## config.mk

```make
export PLATFORM = sky130hd
export DESIGN_NAME = uart_rx_os
export DESIGN_NICKNAME = d
export VERILOG_FILES = /design/src/rtl/uart_pkg.sv /design/src/rtl/uart_rx_sampler.sv /design/src/rtl/uart_rx_os.sv
export SDC_FILE = /design/constraint.sdc
export NUM_CORES = 1
export LEC_CHECK = 0
export ABC_AREA = 1
export CORE_ASPECT_RATIO = 1.2
export CORE_MARGIN = 4
export CORE_UTILIZATION = 45
export DETAILED_ROUTE_END_ITERATION = 16
export GPL_TIMING_DRIVEN = 0
export PLACE_DENSITY = 0.76
export SYNTH_ARGS = -nofsm -noshare
export SYNTH_HDL_FRONTEND = slang
export SYNTH_HIERARCHICAL = 1
export SYNTH_SLANG_ARGS = --single-unit
```

## constraint.sdc

```tcl
create_clock -name clk -period 4.2 [get_ports clk]
set_input_delay 1.05 -clock clk [delete_from_list [all_inputs] [get_ports clk]]
set_output_delay 1.05 -clock clk [all_outputs]
set_load 0.05 [all_outputs]
```

## src/rtl/uart_pkg.sv

```systemverilog
// ============================================================================
// Module      : uart_pkg
// Description : Shared states, parity-mode codes and vote helper for uart_rx_os.
// Revision    : 1.0 - initial release
// ============================================================================
`default_nettype none

package uart_pkg;

    typedef enum logic [2:0] {
        IDLE      = 3'd0,
        START     = 3'd1,
        DATA      = 3'd2,
        PARITY    = 3'd3,
        STOP      = 3'd4,
        WAIT_HIGH = 3'd5
    } state_t;

    localparam logic [1:0] PAR_NONE = 2'b00;
    localparam logic [1:0] PAR_EVEN = 2'b01;
    localparam logic [1:0] PAR_ODD  = 2'b10;

    function automatic logic maj3(input logic a, input logic b, input logic c);
        return (a & b) | (a & c) | (b & c);
    endfunction

endpackage

`default_nettype wire

```

## src/rtl/uart_rx_sampler.sv

```systemverilog
// ============================================================================
// Module      : uart_rx_sampler
// Description : Line synchroniser, oversample counter and 3-sample centre vote.
// Revision    : 1.0 - initial release
// ============================================================================
`default_nettype none

module uart_rx_sampler
    import uart_pkg::*;
#(
    parameter int OVERSAMPLE  = 16,
    parameter int SYNC_STAGES = 2
) (
    input  logic clk,
    input  logic rst,
    input  logic i_tick_os,
    input  logic i_rx_line,
    input  logic i_clr,
    output logic o_s_line,
    output logic o_half_strobe,
    output logic o_sample_strobe,
    output logic o_voted
);

    localparam int             CW     = $clog2(OVERSAMPLE);
    localparam logic [CW-1:0]  C_HALF = CW'(OVERSAMPLE / 2 - 1);
    localparam logic [CW-1:0]  C_LAST = CW'(OVERSAMPLE - 1);

    logic [SYNC_STAGES-1:0] r_sync;
    logic [CW-1:0]          r_cnt;
    logic [1:0]             r_smp;
    logic                   w_s_line;

    assign w_s_line = r_sync[SYNC_STAGES-1];

    always_ff @(posedge clk) begin
        if (rst) begin
            r_sync <= '1;
        end else begin
            r_sync <= {r_sync[SYNC_STAGES-2:0], i_rx_line};
        end
    end

    // Explicit wrap so non-power-of-two oversample ratios keep the bit period.
    always_ff @(posedge clk) begin
        if (rst || i_clr) begin
            r_cnt <= '0;
        end else if (i_tick_os) begin
            r_cnt <= (r_cnt == C_LAST) ? '0 : r_cnt + 1'b1;
        end
    end

    // Holds the two samples preceding the current tick; only meaningful at C_LAST.
    always_ff @(posedge clk) begin
        if (rst) begin
            r_smp <= 2'b11;
        end else if (i_tick_os) begin
            r_smp <= {r_smp[0], w_s_line};
        end
    end

    assign o_s_line        = w_s_line;
    assign o_half_strobe   = i_tick_os & (r_cnt == C_HALF);
    assign o_sample_strobe = i_tick_os & (r_cnt == C_LAST);
    assign o_voted         = maj3(r_smp[1], r_smp[0], w_s_line);

endmodule

`default_nettype wire

```

## src/rtl/uart_rx_os.sv

```systemverilog
// ============================================================================
// Module      : uart_rx_os
// Description : Oversampling UART receiver with status and valid/ready holding register.
// Revision    : 1.0 - initial release
// ============================================================================
`default_nettype none

module uart_rx_os
    import uart_pkg::*;
#(
    parameter int DATA_BITS   = 8,
    parameter int OVERSAMPLE  = 16,
    parameter int SYNC_STAGES = 2
) (
    input  logic                 clk,
    input  logic                 rst,
    input  logic                 i_tick_os,
    input  logic                 i_rx_line,
    input  logic [1:0]           i_cfg_parity,
    input  logic                 i_cfg_stop2,
    output logic [DATA_BITS-1:0] o_rx_data,
    output logic                 o_rx_valid,
    input  logic                 i_rx_ready,
    output logic                 o_rx_frame_err,
    output logic                 o_rx_parity_err,
    output logic                 o_rx_break,
    output logic                 o_rx_overrun,
    output logic                 o_rx_busy
);

    localparam int             BW         = $clog2(DATA_BITS);
    localparam logic [BW-1:0]  C_LAST_BIT = BW'(DATA_BITS - 1);

    state_t                 r_state, w_state_nxt;
    logic [BW-1:0]          r_bit_idx;
    logic [DATA_BITS-1:0]   r_shift;
    logic [1:0]             r_par_mode;
    logic                   r_stop2;
    logic                   r_par_bit;
    logic                   r_ferr;

    logic [DATA_BITS-1:0]   r_data;
    logic                   r_valid, r_fe, r_pe, r_bk, r_ovr;

    logic w_s_line, w_half, w_strobe, w_voted, w_clr, w_done;
    logic w_par_en, w_fe, w_pe, w_bk, w_load;

    uart_rx_sampler #(
        .OVERSAMPLE  (OVERSAMPLE),
        .SYNC_STAGES (SYNC_STAGES)
    ) u_sampler (
        .clk             (clk),
        .rst             (rst),
        .i_tick_os       (i_tick_os),
        .i_rx_line       (i_rx_line),
        .i_clr           (w_clr),
        .o_s_line        (w_s_line),
        .o_half_strobe   (w_half),
        .o_sample_strobe (w_strobe),
        .o_voted         (w_voted)
    );

    assign w_par_en = (r_par_mode == PAR_EVEN) || (r_par_mode == PAR_ODD);

    always_ff @(posedge clk) begin
        if (rst) begin
            r_state <= IDLE;
        end else begin
            r_state <= w_state_nxt;
        end
    end

    always_comb begin
        w_state_nxt = r_state;
        w_clr       = 1'b0;
        w_done      = 1'b0;
        case (r_state)
            IDLE: begin
                w_clr = 1'b1;
                if (!w_s_line) begin
                    w_state_nxt = START;
                end
            end
            START: begin
                if (w_half) begin
                    if (w_s_line) begin
                        w_state_nxt = IDLE;
                    end else begin
                        w_state_nxt = DATA;
                        w_clr       = 1'b1;
                    end
                end
            end
            DATA: begin
                if (w_strobe && (r_bit_idx == C_LAST_BIT)) begin
                    w_state_nxt = w_par_en ? PARITY : STOP;
                end
            end
            PARITY: begin
                if (w_strobe) begin
                    w_state_nxt = STOP;
                end
            end
            STOP: begin
                // Completion at the centre of the last stop bit, not its end.
                if (w_strobe && (!r_stop2 || (r_bit_idx != '0))) begin
                    w_done      = 1'b1;
                    w_state_nxt = w_s_line ? IDLE : WAIT_HIGH;
                end
            end
            WAIT_HIGH: begin
                if (w_s_line) begin
                    w_state_nxt = IDLE;
                end
            end
            default: w_state_nxt = IDLE;
        endcase
    end

    always_ff @(posedge clk) begin
        if (rst) begin
            r_bit_idx  <= '0;
            r_shift    <= '0;
            r_par_mode <= PAR_NONE;
            r_stop2    <= 1'b0;
            r_par_bit  <= 1'b0;
            r_ferr     <= 1'b0;
        end else begin
            if (r_state == IDLE && !w_s_line) begin
                r_par_mode <= i_cfg_parity;
                r_stop2    <= i_cfg_stop2;
                r_par_bit  <= 1'b0;
                r_ferr     <= 1'b0;
            end
            if (w_state_nxt != r_state) begin
                r_bit_idx <= '0;
            end else if (w_strobe && (r_state == DATA || r_state == STOP)) begin
                r_bit_idx <= r_bit_idx + 1'b1;
            end
            if (w_strobe) begin
                case (r_state)
                    DATA:    r_shift   <= {w_voted, r_shift[DATA_BITS-1:1]};
                    PARITY:  r_par_bit <= w_voted;
                    STOP:    if (!w_voted) r_ferr <= 1'b1;
                    default: ;
                endcase
            end
        end
    end

    // Status of the frame completing this cycle (final stop vote folded in).
    assign w_fe   = r_ferr | ~w_voted;
    assign w_pe   = w_par_en & ((^r_shift ^ r_par_bit) != (r_par_mode == PAR_ODD));
    assign w_bk   = w_fe & (r_shift == '0) & (!w_par_en | !r_par_bit);
    assign w_load = w_done & (!r_valid | i_rx_ready);

    always_ff @(posedge clk) begin
        if (rst) begin
            r_data  <= '0;
            r_valid <= 1'b0;
            r_fe    <= 1'b0;
            r_pe    <= 1'b0;
            r_bk    <= 1'b0;
            r_ovr   <= 1'b0;
        end else begin
            if (w_load) begin
                r_data  <= r_shift;
                r_fe    <= w_fe;
                r_pe    <= w_pe;
                r_bk    <= w_bk;
                r_valid <= 1'b1;
            end else if (r_valid && i_rx_ready) begin
                r_valid <= 1'b0;
            end
            r_ovr <= w_done & r_valid & ~i_rx_ready;
        end
    end

    assign o_rx_data       = r_data;
    assign o_rx_valid      = r_valid;
    assign o_rx_frame_err  = r_fe;
    assign o_rx_parity_err = r_pe;
    assign o_rx_break      = r_bk;
    assign o_rx_overrun    = r_ovr;
    assign o_rx_busy       = (r_state != IDLE);

endmodule

`default_nettype wire

```

==> flow_summary.ini <==
[cts]
clk_latency_ps = 290
numCtsBuffers = 5
clkTransAtPathRegs_ps = 70
cts_tree = done
clockBufferDepth = 2
cts.sinks = 40
h-tree-depth = 2
post_cts.repair.setup_buffers = 0
ctsHoldBuffers = 0
post_cts_resize_count = 0
root_buffer = clkbuf_8

[critical_path]
crit_path_start_kind = input pin
cp.required_ps = 4430
crit_path_max_fanout = 10
arrival_ps = 3200
crit_type = in -> reg
cp-end-kind = flip-flop

[floorplanning]
die_width_um = 68.5
fp.coreArea_um2 = 4260
rows = 26
initial_core_util_pct = 46.3
die_area_um2 = 5510
io_pins = 22
fp.dieH_um = 80.5

[sta]
slew_violations = 0
period_needed_ps = 2970
slew_headroom_pct = 65.8
skew_ps = 6.09
hold_viol = 0
max_freq_ghz = 0.337
fin_setup_tns_ps = 0
setup_viol_count_final = 0
period_share_pct = 70.7
rsz0062_at_grt = false
worst_pin_slew_ps = 513

[global_routing]
grt_overflow = 0
use_met3_pct = 4.48
grt_start_max_net_pins = 13
grt_first_pass_wirelength_um = 7110
grt_use_total_pct = 16.9
busiest_layer = met2
grtUsageMet1_pct = 18.1
first_global_vias = 1711
grtUsageMet2_pct = 29.4
antenna_found_initial = 0

[yosys]
netlist_area_um2 = 1970
yosysSeqAreaShare_pct = 40.6
synth_compound_area_share_pct = 13.3
yosysUniqueCellTypes = 26
async_reset_ff_share_pct = 0
synth_top_family_by_area = simple AND/OR/NAND/NOR gates
synth_edf_count = 0
synth-main-ff-cell = dfxtp_1
yosys.area.top_type_share_pct = 40.6
synthAdderAreaFrac_pct = 6.85
ys_seq_elements = 40
synth_most_common_cell = nand2_1
syn-num-nets = 283
synth_area_per_cell_um2 = 7.45
synth.area.mux_share_pct = 0
synth_warnings = 6
synthTopCellsByArea = dfxtp_1, nand2_1, inv_1, a21oi_1, ha_1
yosys.area.top_type = dfxtp_1
synth-xor-area-share_pct = 1.78
netlist_instances = 265
synth_commonest_cells = nand2_1, dfxtp_1, inv_1
yosys.area_share.simple_pct = 26.3

[min_path]
hp-class = reg -> reg

[finish]
postLayoutCoreUtil_pct = 55.0
area_delta_synth_final_pct = 18.9
drive_above_1_share_pct = 8.84
n_antenna_cell = 0
nets = 311

[routing]
vias = 1732
first_pass_iters = 4
wl_per_cell_um = 11.3
drt_iter0_drc = 68
finalWirelength_um = 3960
ant_nets = 0
via_per_inst = 4.95
drc_errors = 0

[power_and_ir_drop]
ir_worst_vdd_uv = 162
powerDensity_nw_per_um2 = 294
power.leakage_nw = 0.980

[place]
hpwl_um = 2960
gp_congestion = 0.807
port_buffers = 21

[flow_run]
cap_violations = 0

[outcome]
status = finished, final reports clean
## cells in the final DEF, fill, tap and decap left out, drive strengths merged, types with 5 or more instances in the layout
master / synthesis / final
a21oi: 26 / 26
buf: 5 / 5
clkbuf: 3 / 9
clkdlybuf4s50: 0 / 21
dfxtp: 40 / 40
ha: 10 / 10
inv: 38 / 38
nand2: 52 / 52
nand3: 18 / 18
nand4: 6 / 6
nor2: 28 / 28
o21ai: 24 / 24
## critical path: stages
cell and delay, ps:
clkdlybuf4s50_1 610, nand2_1 120, nor2_1 400, buf_4 250
nor2_1 50, nand2_1 130, nand3_1 90, nor2_1 110
nand3_1 80, nand2_1 60, nand3_1 120, nor2_1 110
## sequential cells by signal, indices dropped and copies added, names as in the netlist
| register | flops |
|---|---|
| r_par_mode | 2 |
| u_sampler/r_sync | 2 |
| o_rx_data | 8 |
| r_shift | 8 |
| o_rx_frame_err | 1 |
| r_state | 3 |
| r_ferr | 1 |
| u_sampler/r_smp | 2 |
| r_stop2 | 1 |
| o_rx_valid | 1 |
| r_par_bit | 1 |
| u_sampler/r_cnt | 4 |
| o_rx_overrun | 1 |
| o_rx_parity_err | 1 |
| r_bit_idx | 3 |
| o_rx_break | 1 |
## final timing paths
kind / startpoint / to / slack (ps) / cells after the start
setup / recovery: i_tick_os / r_bit_idx[2]$_SDFFE_PP0P_ / 1230 / 12
hold / removal: u_sampler/r_sync[0]$_SDFF_PP1_ / u_sampler/r_sync[1]$_SDFF_PP1_ / 410 / 1
setup reg to reg: u_sampler/r_cnt[0]$_SDFFE_PP0P_ / r_bit_idx[2]$_SDFFE_PP0P_ / 2070 / 12
hold reg to reg: u_sampler/r_sync[0]$_SDFF_PP1_ / u_sampler/r_sync[1]$_SDFF_PP1_ / 410 / 1
## logic make-up after synthesis
| family | Yosys count |
|---|---|
| AO/OA/AOI/OAI | 51 |
| XOR/XNOR | 4 |
| adder cells (fa/ha/maj) | 11 |
| buffers and inverters | 47 |
| flip-flops | 40 |
| AND/OR/NAND/NOR | 112 |
## metrics by stage
| stage | hold slack, ps | area [µm²] | total power [W] | cells | setup slack, ps |
|---|---|---|---|---|---|
| floorplan | 389 | 1970 | 0.000422 | 265 | 1940 |
| global placement | 393 | 2250 | 0.000437 | 342 | 1010 |
| detailed placement | 396 | 2250 | 0.000438 | 342 | 952 |
| CTS | 417 | 2350 | 0.000702 | 350 | 1260 |
| global route | 440 | 2350 | 0.000728 | 350 | 981 |
| finish | 414 | 2350 | 0.000690 | 350 | 1230 |
## area by class of cell
| type | count | area, µm² |
|---|---|---|
| plain buffers | 8 | 72.6 |
| inverters | 39 | 148 |
| clock buffers | 6 | 82.6 |
| well taps | 56 | 70.1 |
| clock inverters | 2 | 10.0 |
| repair buffers | 21 | 210 |
| fillers | 433 | 1920 |
| multi-input cells | 178 | 952 |
| flip-flops and latches | 40 | 801 |
## where the power goes
group          switching, W  internal [W]   total, W
clock network      0.000129      0.000131   0.000260
registers        0.00000267      0.000383   0.000386
logic             0.0000252     0.0000179  0.0000431
total              0.000157      0.000532   0.000690
## layer usage
layer | wire length [µm] | part of all wire [%] | up-vias
met4 | 122 | 3.1 | 0
met1 | 1700 | 43 | 778
met3 | 163 | 4.1 | 10
met2 | 1970 | 50 | 33
met5 | 0 | 0 | -
li1 | - | - | 911
(Power assumes the default switching activity.)
